==> src/rtl/spi_frame_tx_if.sv <==
// rtl/spi_frame_tx_if.sv - filter-bank sample bus feeding the SPI frame transmitter
interface spi_frame_tx_if #(
  parameter int DATA_W = 16,
  parameter int NUM_CH = 2
);
  logic [NUM_CH*DATA_W-1:0] ch_data;
  logic [NUM_CH-1:0]        ch_valid;

  modport master (output ch_data, output ch_valid);
  modport slave  (input  ch_data, input  ch_valid);
endinterface

==> src/rtl/spi_frame_tx.sv <==
// rtl/spi_frame_tx.sv - multi-channel framed SPI slave transmitter (mode 0) for filter outputs
// Optional CRC-8 trailer byte: define SPI_FRAME_CRC_EN
module spi_frame_tx #(
  parameter int   DATA_W   = 16,
  parameter int   NUM_CH   = 2,
  parameter logic IDLE_BIT = 1'b1
) (
  input  logic          clk,
  input  logic          rst,
  spi_frame_tx_if.slave ch,
  input  logic          rpi_sck,
  input  logic          rpi_cs,
  output logic          rpi_miso,
  output logic          busy,
  output logic          frame_done,
  output logic          overrun
);

  localparam int BODY_BITS = 8 + NUM_CH * DATA_W;
`ifdef SPI_FRAME_CRC_EN
  localparam int CRC_BITS = 8;
`else
  localparam int CRC_BITS = 0;
`endif
  localparam int FRAME_BITS = BODY_BITS + CRC_BITS;
  localparam int CNT_W      = $clog2(FRAME_BITS + 1);

  typedef enum logic [1:0] {
    ST_IDLE  = 2'd0,
    ST_SHIFT = 2'd1,
    ST_DRAIN = 2'd2
  } state_t;

  state_t state_q, state_d;

  logic [1:0] sck_sync_q;
  logic       sck_prev_q;
  logic [1:0] cs_sync_q;
  logic       cs_prev_q;

  logic [NUM_CH*DATA_W-1:0] hold_q;
  logic [NUM_CH-1:0]        fresh_q, fresh_d;
  logic [NUM_CH-1:0]        sent_mask_q;
  logic                     overrun_q, overrun_d;
  logic [FRAME_BITS-1:0]    shreg_q, shreg_d;
  logic [BODY_BITS-1:0]     body_d;
  logic [FRAME_BITS-1:0]    frame_d;
  logic [CNT_W-1:0]         bit_cnt_q;
  logic                     miso_q;
  logic                     frame_done_q;

  logic sck_rise, sck_fall, cs_rise, cs_fall;
  logic snap, abort, done, last_rise, ov_hit;

  // Edge detection runs on the second synchroniser stage against a one-cycle-old copy.
  assign sck_rise = ~sck_prev_q &  sck_sync_q[1];
  assign sck_fall =  sck_prev_q & ~sck_sync_q[1];
  assign cs_rise  = ~cs_prev_q  &  cs_sync_q[1];
  assign cs_fall  =  cs_prev_q  & ~cs_sync_q[1];

  assign snap      = (state_q == ST_IDLE)  && cs_fall;
  assign abort     = (state_q == ST_SHIFT) && cs_rise;
  assign done      = (state_q == ST_DRAIN) && cs_rise;
  assign last_rise = (state_q == ST_SHIFT) && sck_rise && (bit_cnt_q == CNT_W'(FRAME_BITS - 1));

  // A re-strobe of a still-fresh channel is an overrun, except in the snapshot cycle
  // where the pending sample is being consumed by the frame.
  assign ov_hit = (|(ch.ch_valid & fresh_q)) && !snap;

`ifdef SPI_FRAME_CRC_EN
  function automatic logic [7:0] crc8(input logic [BODY_BITS-1:0] d);
    logic [7:0] c;
    c = 8'h00;
    for (int k = BODY_BITS - 1; k >= 0; k--) begin
      if (c[7] ^ d[k]) c = {c[6:0], 1'b0} ^ 8'h07;
      else             c = {c[6:0], 1'b0};
    end
    return c;
  endfunction
`endif

  // Two-flop synchronisers plus edge-detect history for the asynchronous SPI pins.
  always_ff @(posedge clk) begin
    if (rst) begin
      sck_sync_q <= 2'b00;
      sck_prev_q <= 1'b0;
      cs_sync_q  <= 2'b11;
      cs_prev_q  <= 1'b1;
    end else begin
      sck_sync_q <= {sck_sync_q[0], rpi_sck};
      sck_prev_q <= sck_sync_q[1];
      cs_sync_q  <= {cs_sync_q[0], rpi_cs};
      cs_prev_q  <= cs_sync_q[1];
    end
  end

  // Frame state register.
  always_ff @(posedge clk) begin
    if (rst) state_q <= ST_IDLE;
    else     state_q <= state_d;
  end

  // Next-state: CS fall starts a frame, last SCK rise drains, CS rise ends or aborts.
  always_comb begin
    state_d = state_q;
    case (state_q)
      ST_IDLE: begin
        if (cs_fall) state_d = ST_SHIFT;
      end
      ST_SHIFT: begin
        if (cs_rise)        state_d = ST_IDLE;
        else if (last_rise) state_d = ST_DRAIN;
      end
      ST_DRAIN: begin
        if (cs_rise) state_d = ST_IDLE;
      end
      default: state_d = ST_IDLE;
    endcase
  end

  // Holding registers always take new samples; the snapshot reads the pre-update value.
  always_ff @(posedge clk) begin
    if (rst) begin
      hold_q <= '0;
    end else begin
      for (int i = 0; i < NUM_CH; i++) begin
        if (ch.ch_valid[i]) hold_q[i*DATA_W +: DATA_W] <= ch.ch_data[i*DATA_W +: DATA_W];
      end
    end
  end

  // Freshness and sticky overrun bookkeeping; an abort hands the sent channels back.
  always_comb begin
    fresh_d = fresh_q;
    if (snap)  fresh_d = '0;
    if (abort) fresh_d = fresh_d | sent_mask_q;
    fresh_d = fresh_d | ch.ch_valid;

    overrun_d = overrun_q;
    if (done)   overrun_d = 1'b0;
    if (ov_hit) overrun_d = 1'b1;
  end

  // Freshness, overrun and sent-mask registers.
  always_ff @(posedge clk) begin
    if (rst) begin
      fresh_q     <= '0;
      overrun_q   <= 1'b0;
      sent_mask_q <= '0;
    end else begin
      fresh_q   <= fresh_d;
      overrun_q <= overrun_d;
      if (snap) sent_mask_q <= fresh_q;
    end
  end

  // Frame image: header {overrun, pad, fresh mask}, then ch0 .. ch(NUM_CH-1), optional CRC.
  always_comb begin
    body_d = '0;
    body_d[BODY_BITS-1]          = overrun_q;
    body_d[BODY_BITS-8 +: NUM_CH] = fresh_q;
    for (int i = 0; i < NUM_CH; i++) begin
      body_d[BODY_BITS-9-i*DATA_W -: DATA_W] = hold_q[i*DATA_W +: DATA_W];
    end
`ifdef SPI_FRAME_CRC_EN
    frame_d = {body_d, crc8(body_d)};
`else
    frame_d = body_d;
`endif
  end

  // Shift register loads at snapshot and advances on each SCK fall while shifting.
  always_comb begin
    shreg_d = shreg_q;
    if (snap) begin
      shreg_d = frame_d;
    end else if ((state_q == ST_SHIFT) && sck_fall) begin
      shreg_d = {shreg_q[FRAME_BITS-2:0], IDLE_BIT};
    end
  end

  // Shift register, rising-edge bit counter and registered MISO driver.
  always_ff @(posedge clk) begin
    if (rst) begin
      shreg_q   <= '0;
      bit_cnt_q <= '0;
      miso_q    <= IDLE_BIT;
    end else begin
      shreg_q <= shreg_d;
      if (snap)                                     bit_cnt_q <= '0;
      else if ((state_q == ST_SHIFT) && sck_rise)   bit_cnt_q <= bit_cnt_q + 1'b1;
      miso_q <= (state_d == ST_SHIFT) ? shreg_d[FRAME_BITS-1] : IDLE_BIT;
    end
  end

  // Completion pulse, only for frames that reached the drain state.
  always_ff @(posedge clk) begin
    if (rst) frame_done_q <= 1'b0;
    else     frame_done_q <= done;
  end

  assign rpi_miso   = miso_q;
  assign busy       = (state_q != ST_IDLE);
  assign frame_done = frame_done_q;
  assign overrun    = overrun_q;

endmodule
==> src/flat_wrapper.sv <==
// flat-port wrapper written by rule: the top's interface ports become plain ports
module spi_frame_tx_flat 
#(
  parameter int   DATA_W   = 16,
  parameter int   NUM_CH   = 2,
  parameter logic IDLE_BIT = 1'b1
)
  (clk, rst, rpi_sck, rpi_cs, rpi_miso, busy, frame_done, overrun, ch_ch_data, ch_ch_valid);
  spi_frame_tx_if #(.DATA_W(DATA_W), .NUM_CH(NUM_CH)) ch_i ();
  input  logic clk;
  input  logic rst;
  input  logic rpi_sck;
  input  logic rpi_cs;
  output logic rpi_miso;
  output logic busy;
  output logic frame_done;
  output logic overrun;
  input wire logic [$bits(ch_i.ch_data)-1:0] ch_ch_data;
  input wire logic [$bits(ch_i.ch_valid)-1:0] ch_ch_valid;
  assign ch_i.ch_data = ch_ch_data;
  assign ch_i.ch_valid = ch_ch_valid;
  spi_frame_tx #(.DATA_W(DATA_W), .NUM_CH(NUM_CH), .IDLE_BIT(IDLE_BIT)) u_core (.clk(clk), .rst(rst), .ch(ch_i), .rpi_sck(rpi_sck), .rpi_cs(rpi_cs), .rpi_miso(rpi_miso), .busy(busy), .frame_done(frame_done), .overrun(overrun));
endmodule
==> config.mk <==
export PLATFORM = sky130hd
export DESIGN_NAME = spi_frame_tx_flat
export DESIGN_NICKNAME = d
export VERILOG_FILES = /design/src/rtl/spi_frame_tx_if.sv /design/src/rtl/spi_frame_tx.sv /design/src/flat_wrapper.sv
export SDC_FILE = /design/constraint.sdc
export NUM_CORES = 1
export LEC_CHECK = 0
export ABC_AREA = 1
export BUFFER_PORTS_ARGS = -buffer_cell sky130_fd_sc_hd__buf_2
export CAP_MARGIN = 20
export CORE_UTILIZATION = 35
export CTS_BUF_LIST = sky130_fd_sc_hd__clkbuf_4 sky130_fd_sc_hd__clkbuf_8
export DETAILED_ROUTE_END_ITERATION = 12
export GPL_TIMING_DRIVEN = 0
export PLACE_DENSITY = 0.49
export SLEW_MARGIN = 20
export SYNTH_ARGS = -nofsm -noshare
export SYNTH_HDL_FRONTEND = slang
export SYNTH_SLANG_ARGS = --single-unit
==> constraint.sdc <==
create_clock -name clk -period 3.1 [get_ports clk]
set_input_delay 0.31 -clock clk [delete_from_list [all_inputs] [get_ports clk]]
set_output_delay 0.31 -clock clk [all_outputs]
set_load 0.05 [all_outputs]
==> flow_metrics.tcl <==
set metrics [dict create \
    outcome "complete, no violations" \
    cts_root_buffer "clkbuf_8" \
    yosys.area_share.simple_pct 27.9 \
    synth_edf_count 0 \
    cts-resized-gates 0 \
    final_area_um2 4140 \
    path_depth 4 \
    cp_cell_sequence "nor2_2 -> buf_2 -> inv_1 -> buf_2" \
    cts.sinks 93 \
    grt.total_usage_pct 16.0 \
    ys_seq_area_share_pct 51.5 \
    cp_data_required_time_ps 2790 \
    drtIter0Drc 114 \
    synth.distinct_cells 24 \
    holdBufCountCts 0 \
    clk_path_buf_depth 2 \
    placed_area_um2 3980 \
    path_common_cell "buf_2" \
    postCtsSetupRepairBufs 0 \
    crit_buf_inv 3 \
    use_met3_pct 3.46 \
    fin_tns_setup_ps 0 \
    synth_flop_cell "dfxtp_1" \
    syn_inst 473 \
    grt_first_pass_wirelength_mm 14.2 \
    grt_max_degree 15 \
    n_antenna_cell 0 \
    netlist_area_um2 3620 \
    synth_top_family_by_area "simple AND/OR/NAND/NOR gates" \
    path_clk_slew_ps 80 \
    overflow 0 \
    grt_pass1_vias 3073 \
    coreArea_um2 9910 \
    dieArea_um2 10700 \
    route.detailed.drc 0 \
    gp_congestion 0.747 \
    start_util_pct 36.5 \
    ir_worst_vdd_mv 0.233 \
    crit_fanout 10 \
    via_per_inst 4.85 \
    synthToLayoutAreaGrowth_pct 14.5 \
    grt.busiest_layer "met2" \
    min_path_cells 2 \
    cts_tree "done" \
    path_delay_family "buffers and inverters" \
    yosys.area.top_type "dfxtp_1" \
    worstSkewPairLatency_ps 360 \
    dr.pass1.iters 4 \
    total_power_mw 2.15 \
    synth-xor-area-share_pct 0.242 \
    fin_crit_sh_pct 63.5 \
    tightestPinTransition_ps 509 \
    max_slew_margin_pct 66.0 \
    rsz0062_at_grt "false" \
    die_h_um 104 \
    rows 36 \
    antenna_found_initial 0 \
    synth_compound_area_share_pct 13.5 \
    cap_violations 0 \
    muxShareOfSynthArea_pct 0 \
    met1_usage_pct 20.1 \
    ios 42 \
    slew_viol_final 0 \
    setup_viol 0 \
    ant_nets 0 \
    drt-wirelength-per-cell_um 12.3 \
    end_kind "primary output" \
    synth_top_area_share_pct 51.5 \
    dp_hpwl_mm 5.80 \
    cp-start-kind "flip-flop" \
    syn_avg_cell_area_um2 7.65 \
    power.density_nw_per_um2 518 \
    ys_seq_elements 93 \
    synth-async-reset-ratio_pct 0 \
    worstRegToRegCells 5 \
    critPathMaxStageDelay_ps 430 \
    fin_crit_ps 1970 \
    grtUsageMet2_pct 27.3 \
    fin_skew_ps 14.1 \
    drt_wl_total_mm 8.09 \
    numPortBuffers 39 \
    die_w_um 104 \
    via_count 3193 \
    slowest_stage "nor2_2" \
    yosysWarnings 0 \
    hold_viol 0 \
    critPathKind "reg -> out" \
    synth_nets 512 \
    htree_levels 3 \
    arrival_ps 1660 \
    timing.hold.ws_ps 134 \
    fmax_ghz 0.508 \
    cts_buffers 9 \
    p_leak_nw 1.57 \
    synth_area_leaders "dfxtp_1 51%, nand3_1 10%, nor2_1 7.9%" \
    hp-class "in -> reg" \
    fin_nets 562 \
    drive_above_1_share_pct 15.0 \
    synthAdderAreaFrac_pct 0.346 \
]
==> per-layer routing <==
layer,share of wire (%),up-vias
li1,-,1686
met3,2.6,7
met2,46,35
met4,0.86,0
met1,50,1465
met5,0,-
==> per-stage QoR <==
| stage | cells | util, % | setup WS (ps) |
|---|---|---|---|
| floorplan | 473 | - | 1780 |
| global placement | 645 | 40.2 | 1460 |
| detailed placement | 645 | 40.2 | 1460 |
| CTS | 659 | 41.8 | 1080 |
| global route | 659 | 41.8 | 991 |
| finish | 659 | 41.8 | 1130 |
==> where the power goes <==
group / switching [mW] / leakage (nW) / internal (mW)
registers: 0.0241 / 0.761 / 1.24
logic: 0.105 / 0.723 / 0.0599
clock network: 0.412 / 0.0840 / 0.304
==> synthesized netlist by cell type (2+ instances only) <==
library cell / instances
a21oi_1: 18
buf_6: 3
nand3_1: 75
o21ai_0: 33
buf_2: 12
nor2_1: 76
clkbuf_1: 15
dfxtp_1: 93
a31oi_1: 35
nor2_2: 4
nand2_2: 3
or2_2: 2
inv_2: 2
inv_1: 19
nand2_1: 73
buf_1: 2
==> state kept, by name (all words and copies together) (netlist names) <==
signal,cells
u_core.hold_q,32
u_core.cs_prev_q,1
u_core.rpi_miso,1
u_core.bit_cnt_q,6
u_core.overrun,1
u_core.cs_sync_q,2
u_core.shreg_q,40
u_core.sck_sync_q,2
u_core.fresh_q,2
u_core.state_q,2
u_core.sent_mask_q,2
u_core.frame_done,1
u_core.sck_prev_q,1
==> kinds of logic (layout without fill, tap and decap cells) <==
| logic type | count (synthesis) | in the layout |
|---|---|---|
| buffers and inverters | 54 | 107 |
| DFF | 93 | 93 |
| AOI/OAI and AO/OA | 88 | 88 |
| adders and majority gates | 1 | 1 |
| and+or+nand+nor | 236 | 236 |
| xor gates and xnor gates | 1 | 1 |
==> worst paths after layout <==
kind,to,start,slack [ps]
min reg2reg,u_core.cs_sync_q[1]$_SDFF_PP1_,u_core.cs_sync_q[0]$_SDFF_PP1_,420
min,u_core.cs_sync_q[0]$_SDFF_PP1_,rpi_cs,130
max,busy,u_core.state_q[0]$_SDFF_PP0_,1130
max reg2reg,u_core.fresh_q[1]$_SDFF_PP0_,u_core.state_q[0]$_SDFF_PP0_,1510
==> layout by cell type, fill, tap and decap left out <==
master / Yosys / layout
dfxtp_1: 93 / 93
nor2_1: 76 / 76
nand3_1: 75 / 75
nand2_1: 73 / 73
buf_2: 12 / 51
a31oi_1: 35 / 35
o21ai_0: 33 / 33
inv_1: 19 / 19
a21oi_1: 18 / 18
clkbuf_1: 15 / 15
clkbuf_8: 0 / 10
nor2_2: 4 / 4
nand2_2: 3 / 3
buf_6: 3 / 3
inv_2: 2 / 2
or2_2: 2 / 2
buf_1: 2 / 2
clkinv_2: 0 / 2
clkinv_1: 1 / 1
nor3_1: 1 / 1
xnor2_1: 1 / 1
nand4_1: 1 / 1
o21ai_1: 1 / 1
o21a_1: 1 / 1
nor2b_1: 1 / 1
ha_1: 1 / 1
clkinvlp_4: 0 / 1
clkinv_4: 0 / 1
==> final cells by class <==
type / instances / area, µm²
buffer: 32 / 158
clock buffer: 10 / 138
clock inverter: 4 / 26.3
fill: 1055 / 5770
inverter: 22 / 82.6
multi-input combinational: 326 / 1520
sequential: 93 / 1860
tap: 133 / 166
timing repair buffer: 39 / 195
(Power assumes the default switching activity.)
